`src/rtl/fetch_pc_gen_pkg.sv`:
```
// rtl/fetch_pc_gen_pkg.sv - shared PC width, EXE correction encodings and next-PC source codes.
package fetch_pc_gen_pkg;

    localparam int PC_W = 11;

    localparam logic [1:0] CORR_NONE = 2'b00;
    localparam logic [1:0] CORR_CNI  = 2'b10;
    localparam logic [1:0] CORR_PBT  = 2'b11;

    typedef enum logic [2:0] {
        SRC_PEND,
        SRC_EXE,
        SRC_JUMP,
        SRC_RET,
        SRC_INT,
        SRC_PRED,
        SRC_SEQ
    } npc_src_e;

endpackage

```
`src/rtl/fetch_pc_gen_npc_mux.sv`:
```
// rtl/fetch_pc_gen_npc_mux.sv - next-PC priority mux; purely combinational, registers live in the top.
module npc_mux
    import fetch_pc_gen_pkg::*;
#(
    parameter logic [PC_W-1:0] ISR_VECTOR = 11'h040
) (
    input  logic [PC_W-1:0] if_pc_i,
    input  logic            pend_valid_i,
    input  logic [PC_W-1:0] pend_pc_i,
    input  logic [1:0]      exe_correction_i,
    input  logic [PC_W-1:0] exe_cni_i,
    input  logic [PC_W-1:0] exe_pbt_i,
    input  logic            id_is_jump_i,
    input  logic            id_jump_in_bht_i,
    input  logic [PC_W-1:0] id_branchtarget_i,
    input  logic            id_is_ret_i,
    input  logic            isr_running_i,
    input  logic [PC_W-1:0] saved_pc_i,
    input  logic            int_req_i,
    input  logic            if_prediction_i,
    input  logic [PC_W-1:0] if_pbt_i,
    output logic [PC_W-1:0] next_pc_o,
    output logic [PC_W-1:0] seq_pc_o,
    output logic [PC_W-1:0] pc_inc_o,
    output npc_src_e        src_o,
    output logic            redirect_req_o,
    output logic [PC_W-1:0] redirect_pc_o
);

    logic exe_hit;
    logic jump_hit;

    assign pc_inc_o = if_pc_i + PC_W'(1);
    // Where fetch would go without any redirect; also the interrupt return address.
    assign seq_pc_o = if_prediction_i ? if_pbt_i : pc_inc_o;

    assign exe_hit  = (exe_correction_i == CORR_CNI) || (exe_correction_i == CORR_PBT);
    assign jump_hit = id_is_jump_i && !id_jump_in_bht_i;

    assign redirect_req_o = exe_hit || jump_hit;
    assign redirect_pc_o  = exe_hit ? ((exe_correction_i == CORR_PBT) ? exe_pbt_i : exe_cni_i)
                                    : id_branchtarget_i;

    always_comb begin
        src_o     = SRC_SEQ;
        next_pc_o = seq_pc_o;
        if (pend_valid_i) begin
            src_o     = SRC_PEND;
            next_pc_o = pend_pc_i;
        end else if (redirect_req_o) begin
            src_o     = exe_hit ? SRC_EXE : SRC_JUMP;
            next_pc_o = redirect_pc_o;
        end else if (id_is_ret_i && isr_running_i) begin
            src_o     = SRC_RET;
            next_pc_o = saved_pc_i;
        end else if (int_req_i && !isr_running_i) begin
            src_o     = SRC_INT;
            next_pc_o = ISR_VECTOR;
        end else if (if_prediction_i) begin
            src_o     = SRC_PRED;
            next_pc_o = if_pbt_i;
        end
    end

endmodule

```
`src/rtl/fetch_pc_gen.sv`:
```
// rtl/fetch_pc_gen.sv - fetch PC register with stall-held redirects and ISR entry/return.
// Optional macro FETCH_MISPRED_CNT_EN adds a saturating EXE correction counter.
module fetch_pc_gen
    import fetch_pc_gen_pkg::*;
#(
    parameter logic [PC_W-1:0] RESET_PC   = 11'h000,
    parameter logic [PC_W-1:0] ISR_VECTOR = 11'h040
) (
    input  logic            CLK,
    input  logic            rst,
    input  logic            en,
    input  logic            stall,
    input  logic            if_prediction,
    input  logic [PC_W-1:0] if_PBT,
    input  logic [1:0]      exe_correction,
    input  logic [PC_W-1:0] exe_CNI,
    input  logic [PC_W-1:0] exe_PBT,
    input  logic            id_is_jump,
    input  logic            id_jump_in_bht,
    input  logic [PC_W-1:0] id_branchtarget,
    input  logic            id_is_ret,
    input  logic            int_req,
    output logic [PC_W-1:0] if_PC,
    output logic            ISR_running,
    output logic            pc_redirect,
    output logic [15:0]     mispred_count
);

    logic [PC_W-1:0] pc_q;
    logic            isr_running_q;
    logic            pc_redirect_q;
    logic            pend_valid_q;
    logic [PC_W-1:0] pend_pc_q;
    logic [PC_W-1:0] saved_pc_q;

    logic [PC_W-1:0] pc_d;
    logic [PC_W-1:0] seq_pc;
    logic [PC_W-1:0] pc_inc;
    npc_src_e        src;
    logic            redirect_req;
    logic [PC_W-1:0] redirect_pc;

    npc_mux #(.ISR_VECTOR(ISR_VECTOR)) u_npc_mux (
        .if_pc_i          (pc_q),
        .pend_valid_i     (pend_valid_q),
        .pend_pc_i        (pend_pc_q),
        .exe_correction_i (exe_correction),
        .exe_cni_i        (exe_CNI),
        .exe_pbt_i        (exe_PBT),
        .id_is_jump_i     (id_is_jump),
        .id_jump_in_bht_i (id_jump_in_bht),
        .id_branchtarget_i(id_branchtarget),
        .id_is_ret_i      (id_is_ret),
        .isr_running_i    (isr_running_q),
        .saved_pc_i       (saved_pc_q),
        .int_req_i        (int_req),
        .if_prediction_i  (if_prediction),
        .if_pbt_i         (if_PBT),
        .next_pc_o        (pc_d),
        .seq_pc_o         (seq_pc),
        .pc_inc_o         (pc_inc),
        .src_o            (src),
        .redirect_req_o   (redirect_req),
        .redirect_pc_o    (redirect_pc)
    );

    always_ff @(posedge CLK or posedge rst) begin
        if (rst) begin
            pc_q          <= RESET_PC;
            isr_running_q <= 1'b0;
            pc_redirect_q <= 1'b0;
            pend_valid_q  <= 1'b0;
            pend_pc_q     <= '0;
            saved_pc_q    <= '0;
        end else if (en) begin
            if (stall) begin
                pc_redirect_q <= 1'b0;
                // The oldest redirect seen during a stall is the one that must win.
                if (!pend_valid_q && redirect_req) begin
                    pend_valid_q <= 1'b1;
                    pend_pc_q    <= redirect_pc;
                end
            end else begin
                pc_q          <= pc_d;
                pc_redirect_q <= (pc_d != pc_inc);
                pend_valid_q  <= 1'b0;
                if (src == SRC_RET) begin
                    isr_running_q <= 1'b0;
                end
                if (src == SRC_INT) begin
                    isr_running_q <= 1'b1;
                    saved_pc_q    <= seq_pc;
                end
            end
        end
    end

`ifdef FETCH_MISPRED_CNT_EN
    logic [15:0] mispred_q;

    always_ff @(posedge CLK or posedge rst) begin
        if (rst) begin
            mispred_q <= '0;
        end else if (en && !stall && exe_correction[1] && (mispred_q != 16'hFFFF)) begin
            mispred_q <= mispred_q + 16'd1;
        end
    end

    assign mispred_count = mispred_q;
`else
    assign mispred_count = '0;
`endif

    assign if_PC       = pc_q;
    assign ISR_running = isr_running_q;
    assign pc_redirect = pc_redirect_q;

endmodule

```
`config.mk`:
```
export PLATFORM = sky130hd
export DESIGN_NAME = fetch_pc_gen
export DESIGN_NICKNAME = d
export VERILOG_FILES = /design/src/rtl/fetch_pc_gen_pkg.sv /design/src/rtl/fetch_pc_gen_npc_mux.sv /design/src/rtl/fetch_pc_gen.sv
export SDC_FILE = /design/constraint.sdc
export NUM_CORES = 1
export LEC_CHECK = 0
export BUFFER_PORTS_ARGS = -buffer_cell sky130_fd_sc_hd__buf_4
export CAP_MARGIN = 20
export CORE_MARGIN = 3
export CORE_UTILIZATION = 53
export CTS_CLUSTER_DIAMETER = 40
export DETAILED_ROUTE_END_ITERATION = 12
export GPL_TIMING_DRIVEN = 0
export PLACE_DENSITY_LB_ADDON = 0.15
export SLEW_MARGIN = 30
export SYNTH_ARGS = -nofsm -noshare
export SYNTH_HDL_FRONTEND = slang
export SYNTH_SLANG_ARGS = --single-unit
```
`constraint.sdc`:
```
create_clock -name CLK -period 2.8 [get_ports CLK]
set_clock_uncertainty 0.05 [all_clocks]
set_input_delay 0 -clock CLK [delete_from_list [all_inputs] [get_ports CLK]]
set_output_delay 0 -clock CLK [all_outputs]
set_load 0.005 [all_outputs]
```
After elaboration in Yosys (flattened, before gate mapping)

Index checks and enable logic that the tools add are counted.

Register bits after elaboration: 36
Word-level logic and storage cells: 48
Input bits: 55
Output and inout port bits: 29

Reduce and logical (&&, ||, !) cells: 15
Equality and inequality tests: 6
Add/subtract/negate cells: 1
Bitwise operators: 1
Muxes and demuxes: 19

Operator list:

| kind                                                   | count |
|---|---|
| 2-to-1 mux 11 bit                                      | 8 |
| 2-to-1 mux 3 bit                                       | 4 |
| adder 11 x 1 -> 11 bit (second input constant)         | 1 |
| inequality test 11 bit                                 | 1 |
| AND reduction 3 bit                                    | 3 |
| 2-to-1 mux 1 bit                                       | 5 |
| equality test 2 bit (second input constant)            | 2 |
| logical AND 1 bit                                      | 4 |
| 2-to-1 mux 2 bit                                       | 2 |
| AND reduction 2 bit                                    | 2 |
| equality test 3 x 2 -> 1 bit (second input constant)   | 1 |
| equality test 3 bit (second input constant)            | 1 |
| zero test 1 bit                                        | 3 |
| logical OR 1 bit                                       | 2 |
| inequality test 2 x 1 -> 1 bit (second input constant) | 1 |
| nonzero test 2 bit                                     | 1 |
| NOT 1 bit                                              | 1 |

Depth between registers and ports, before layout

Word-level depth: 9
Gate-level depth with buffers: 9
Depth with buffers taken out: 8

By module

Synthesis repeated with hierarchy kept, for this count alone.

Cells, all modules: 273
Area total of the unflattened synthesis: 2648.8 um^2

By module, submodules not included:

| module       | area each (um^2) | seq. area each (um^2) | times used | cells each |
|---|---|---|---|---|
| fetch_pc_gen | 1661.6           | 900.9                 | 1          | 118 |
| npc_mux      | 987.2            | 0.0                   | 1          | 155 |

Worst setup path after synthesis

Ideal clock, no wire load.

Kind: register to register
Start point: reg pc_q[0], in the netlist if_PC[0]
End point: reg pc_redirect_q, in the netlist pc_redirect
Required time: 2611 ps
Setup slack: 275 ps
Period minus slack after synthesis: 2525 ps
Arrival: 2336 ps
Library setup time: 139 ps
Buffers on the path: 0
Stages on the path, launching flop included: 9
Cells stage by stage: dfrtp_1 > ha_1 > nand3_2 > nor3_1 > xnor2_1 > o211ai_1 > or4_1 > nor4_1 > a32oi_1

Cells in the longest elaborated chain, start to end: 9

RTL lines:

| what                       | line                       | source |
|---|---|---|
| start: declaration         | fetch_pc_gen.sv:29         | `logic [PC_W-1:0] pc_q;` |
| start signal: assignment   | fetch_pc_gen.sv:84         | `pc_q <= pc_d;` |
| adder 11 x 1 -> 11 bit (*) | fetch_pc_gen_npc_mux.sv:33 | `assign pc_inc_o = if_pc_i + PC_W'(1);` |
| 2-to-1 mux 11 bit          | fetch_pc_gen_npc_mux.sv:35 | `assign seq_pc_o = if_prediction_i ? if_pbt_i : pc_inc_o;` |
| 2-to-1 mux 11 bit          | fetch_pc_gen_npc_mux.sv:59 | `end else if (if_prediction_i) begin` |
| 2-to-1 mux 11 bit          | fetch_pc_gen_npc_mux.sv:56 | `end else if (int_req_i && !isr_running_i) begin` |
| 2-to-1 mux 11 bit          | fetch_pc_gen_npc_mux.sv:53 | `end else if (id_is_ret_i && isr_running_i) begin` |
| 2-to-1 mux 11 bit          | fetch_pc_gen_npc_mux.sv:50 | `end else if (redirect_req_o) begin` |
| 2-to-1 mux 11 bit          | fetch_pc_gen_npc_mux.sv:47 | `if (pend_valid_i) begin` |
| inequality test 11 bit (*) | fetch_pc_gen.sv:85         | `pc_redirect_q <= (pc_d != pc_inc);` |
| 2-to-1 mux 1 bit (*)       | fetch_pc_gen.sv:76         | `if (stall) begin` |
| end signal: assignment     | fetch_pc_gen.sv:85         |  |
| end: declaration           | fetch_pc_gen.sv:31         | `logic pc_redirect_q;` |

Every way passes the cells marked *; elsewhere a longest branch is shown, timed or not.
A chain may end at the register's enable or synchronous reset.

Final worst setup path

Same ends and word-level chain as after synthesis.

==> results.toml <==
[status]
status = "finished, final reports clean"

[timing]
setup_ws_ps = 32.84
slew_headroom_pct = 60.87
fin_crit_ps = 2767
hold_ws_ps = 8.094
setup_viol = 0
hold_violations = 0
final_max_slew_viol_count = 0
worst_pin_slew_ps = 586.9
max_freq_ghz = 0.3614
min_period_over_period_pct = 98.83

[power_and_ir_drop]
ir_drop_v = 0.0004151
internal_power_mw = 1.444
swShare_pct = 40.08
p_leak_nw = 1.814
pwr_density_cell_nw_per_um2 = 625.6
p_sw_mw = 0.9659
p_comb_share_pct = 49.0
p_clk_share_pct = 16.3
seqPwrFrac_pct = 34.7

[logic_synthesis]
yosys_warnings = 0
synth_top_area_share_pct = 30.55
synth_area_sq_um = 2949
async_reset_ff_share_pct = 100.0
ys.flop_type = "dfrtp_1"
syn_inst = 350
synth.area.top_cells = "dfrtp_1, mux2i_1, nand2_1"
ys_seq_area_share_pct = 30.55
synthXorXnorAreaFrac_pct = 3.521
synthMuxAreaShare_pct = 9.504
synth_edf_count = 0
yosysMostFrequentCell = "nand2_1"
synth_area_per_cell_sq_um = 8.426
yosys-top-cells-count = "nand2_1, dfrtp_1, o21ai_0"
synth-seq-cells = 36
synth_top_cell_by_area = "dfrtp_1"
synth-compound-area-share_pct = 24.82
yosysUniqueCellTypes = 70
synth-simple-area-share_pct = 21.30
synthAdderAreaFrac_pct = 0.4243
synth_top_family_by_area = "compound AO/OA/AOI/OAI gates"

[critical_path]
required_ps = 2910
crit_start = "if_PC[0]$_DFFE_PP0P_"
path_class = "flip-flop to flip-flop"
start_kind = "flip-flop"
cp_data_arrival_time_ps = 2870
r2r-start = "if_PC[0]$_DFFE_PP0P_"
path_max_fanout = 7
endpoint_kind = "flip-flop"

[floorplanning]
start_util_pct = 56.31
die_y_um = 80.60
row_count = 26
pin_count = 84
die-area_sq_um = 6496
die_w_um = 80.60
core_area_sq_um = 5238

[finish]
fin_util_pct = 73.55
fillCellCount = 424
area_delta_synth_final_pct = 30.63
fin_nets = 506
antennaDiodeCount = 0
drive_above_1_share_pct = 31.49

[place]
gp_congestion = 0.9633
portBuffers = 66
dp_hpwl_um = 7322
pre_cts_slack_ps = -411.6

[drt]
drt_pass1_iterations = 5
ant_nets = 0
via_per_inst = 6.054
vias = 3154
drt-total-wl_um = 9685
dr.first_iter.drc_count = 272
drc = 0
drt-wirelength-per-cell_um = 18.59

[grt]
grt_pass1_vias = 2938
antenna_found_initial = 0
grt_overflow = 0
grt_pass1_wl_um = 15030
grt_usage_pct = 30.58
grt_max_degree = 23

[cts]
cts-buffers-inserted = 5
clk_path_buf_depth = 2
cts_tree = "yes"
numClockSinks = 36
cts_max_level = 2
clk_latency_ps = 290
cts_root_buf = "clkbuf_8"
clk_pin_slew_ps = 80

[flow_run]
max_cap_viol_count = 0

[worst_hold_path]
hp-start = "id_branchtarget[4]"
min_path_type = "primary input to flip-flop"
[timing repair]
item | CTS | global route
gates resized for setup | 5 | 9
pin swaps | 0 | 2
setup endpoints to repair | 1 | 1
endpoints found under the hold margin | 41 | 0
hold buffers | 6 | 0
buffers inserted | 0 | 5
[cell type report]
| cell class | count | area [sq um] | share of cell area (%) |
|---|---|---|---|
| buffer | 38 | 250.2 | 6.496 |
| clock buffer | 7 | 86.33 | 2.241 |
| clock inverter | 1 | 7.507 | 0.1949 |
| inverter | 10 | 37.54 | 0.9743 |
| multi-input combinational | 281 | 1858 | 48.23 |
| sequential | 36 | 904.6 | 23.48 |
| tap | 70 | 87.58 | 2.273 |
| timing repair buffer | 78 | 620.6 | 16.11 |
[through the flow]
stage | power, mW | std cells | area (sq um) | setup TNS (ps)
2_1_floorplan | 1.501 | 365 | 3005 | 0
3_3_place_gp | 1.854 | 501 | 3588 | -440.2
3_5_place_dp | 1.880 | 502 | 3616 | -411.6
4_1_cts | 2.306 | 516 | 3786 | 0
5_1_grt | 2.555 | 521 | 3852 | -44.32
6_report | 2.410 | 521 | 3852 | 0
[cells in the final DEF (no fill, tap or decap), types with 3 or more instances in the layout]
cell	Yosys	layout
dfrtp_2	0	3
xnor2_1	7	7
nand2_1	50	50
nand4_1	7	7
and2b_1	3	3
a22o_1	3	3
clkbuf_1	8	9
nand3_1	5	5
o31a_1	3	3
xor2_1	3	3
a31oi_1	3	3
o31ai_1	4	4
buf_4	21	92
nand2b_1	6	6
a211oi_1	7	7
inv_1	9	8
clkbuf_8	0	6
a21oi_1	13	13
dlygate4sd3_1	0	6
nor2_1	18	18
dfrtp_1	36	33
buf_2	5	5
mux2_2	8	8
o21ai_1	1	3
a32oi_1	3	3
conb_1	1	16
a221oi_1	4	4
a21o_1	8	8
or3_1	4	4
o211ai_1	3	3
nor4_1	4	3
o21ai_0	28	26
mux2i_1	19	18
nor3_1	8	8
[worst paths after layout]
path                                              to  slack (ps)  cells after the start
max reg2reg                  pc_redirect$_DFFE_PP0P_          30                      8
max                          pc_redirect$_DFFE_PP0P_          30                      8
min in group asynchronous  saved_pc_q[8]$_DFFE_PP0P_         210                      3
min                         pend_pc_q[4]$_DFFE_PP0P_           8                      3
max in group asynchronous    ISR_running$_DFFE_PP0P_        2050                      4
min reg2reg                saved_pc_q[1]$_DFFE_PP0P_         430                      2
[metal layers]
metal / vias to the layer above / track usage, % / share of wire, %
met5: - / 0 / 0
met4: 0 / 8.615 / 1.9
met1: 1507 / 42.06 / 42
li1: 1456 / - / -
met3: 19 / 5.157 / 9.5
met2: 172 / 49.34 / 47
[registers in the layout, indices dropped and copies added, names as in the netlist]
name	count
pend_pc_q	11
pc_redirect	1
if_PC	11
pend_valid_q	1
ISR_running	1
saved_pc_q	11
[power groups by stage]
| stage | Clock, mW | Combinational, mW | Sequential, mW |
|---|---|---|---|
| after floorplan | 0 | 0.705 | 0.796 |
| after global placement | 0 | 1.03 | 0.826 |
| after detailed placement | 0 | 1.05 | 0.833 |
| after CTS | 0.400 | 1.08 | 0.827 |
| after global routing | 0.421 | 1.28 | 0.855 |
| final | 0.393 | 1.18 | 0.836 |
[logic make-up after synthesis]
logic type,after synthesis
simple gates,124
xor+xnor,11
other cells,1
fa+ha+maj,1
mux,27
compound gates,102
flops,36
buf+inv,48
[worst max-delay path, stage by stage, from the launching register on]
cell,delay [ps]
dfrtp_2,460
ha_2,370
mux2i_1,110
a2111oi_2,540
o21ai_1,220
xor2_1,200
nand4_1,190
nor4_4,340
a32oi_1,140
Power figures use the tool's default switching activity.
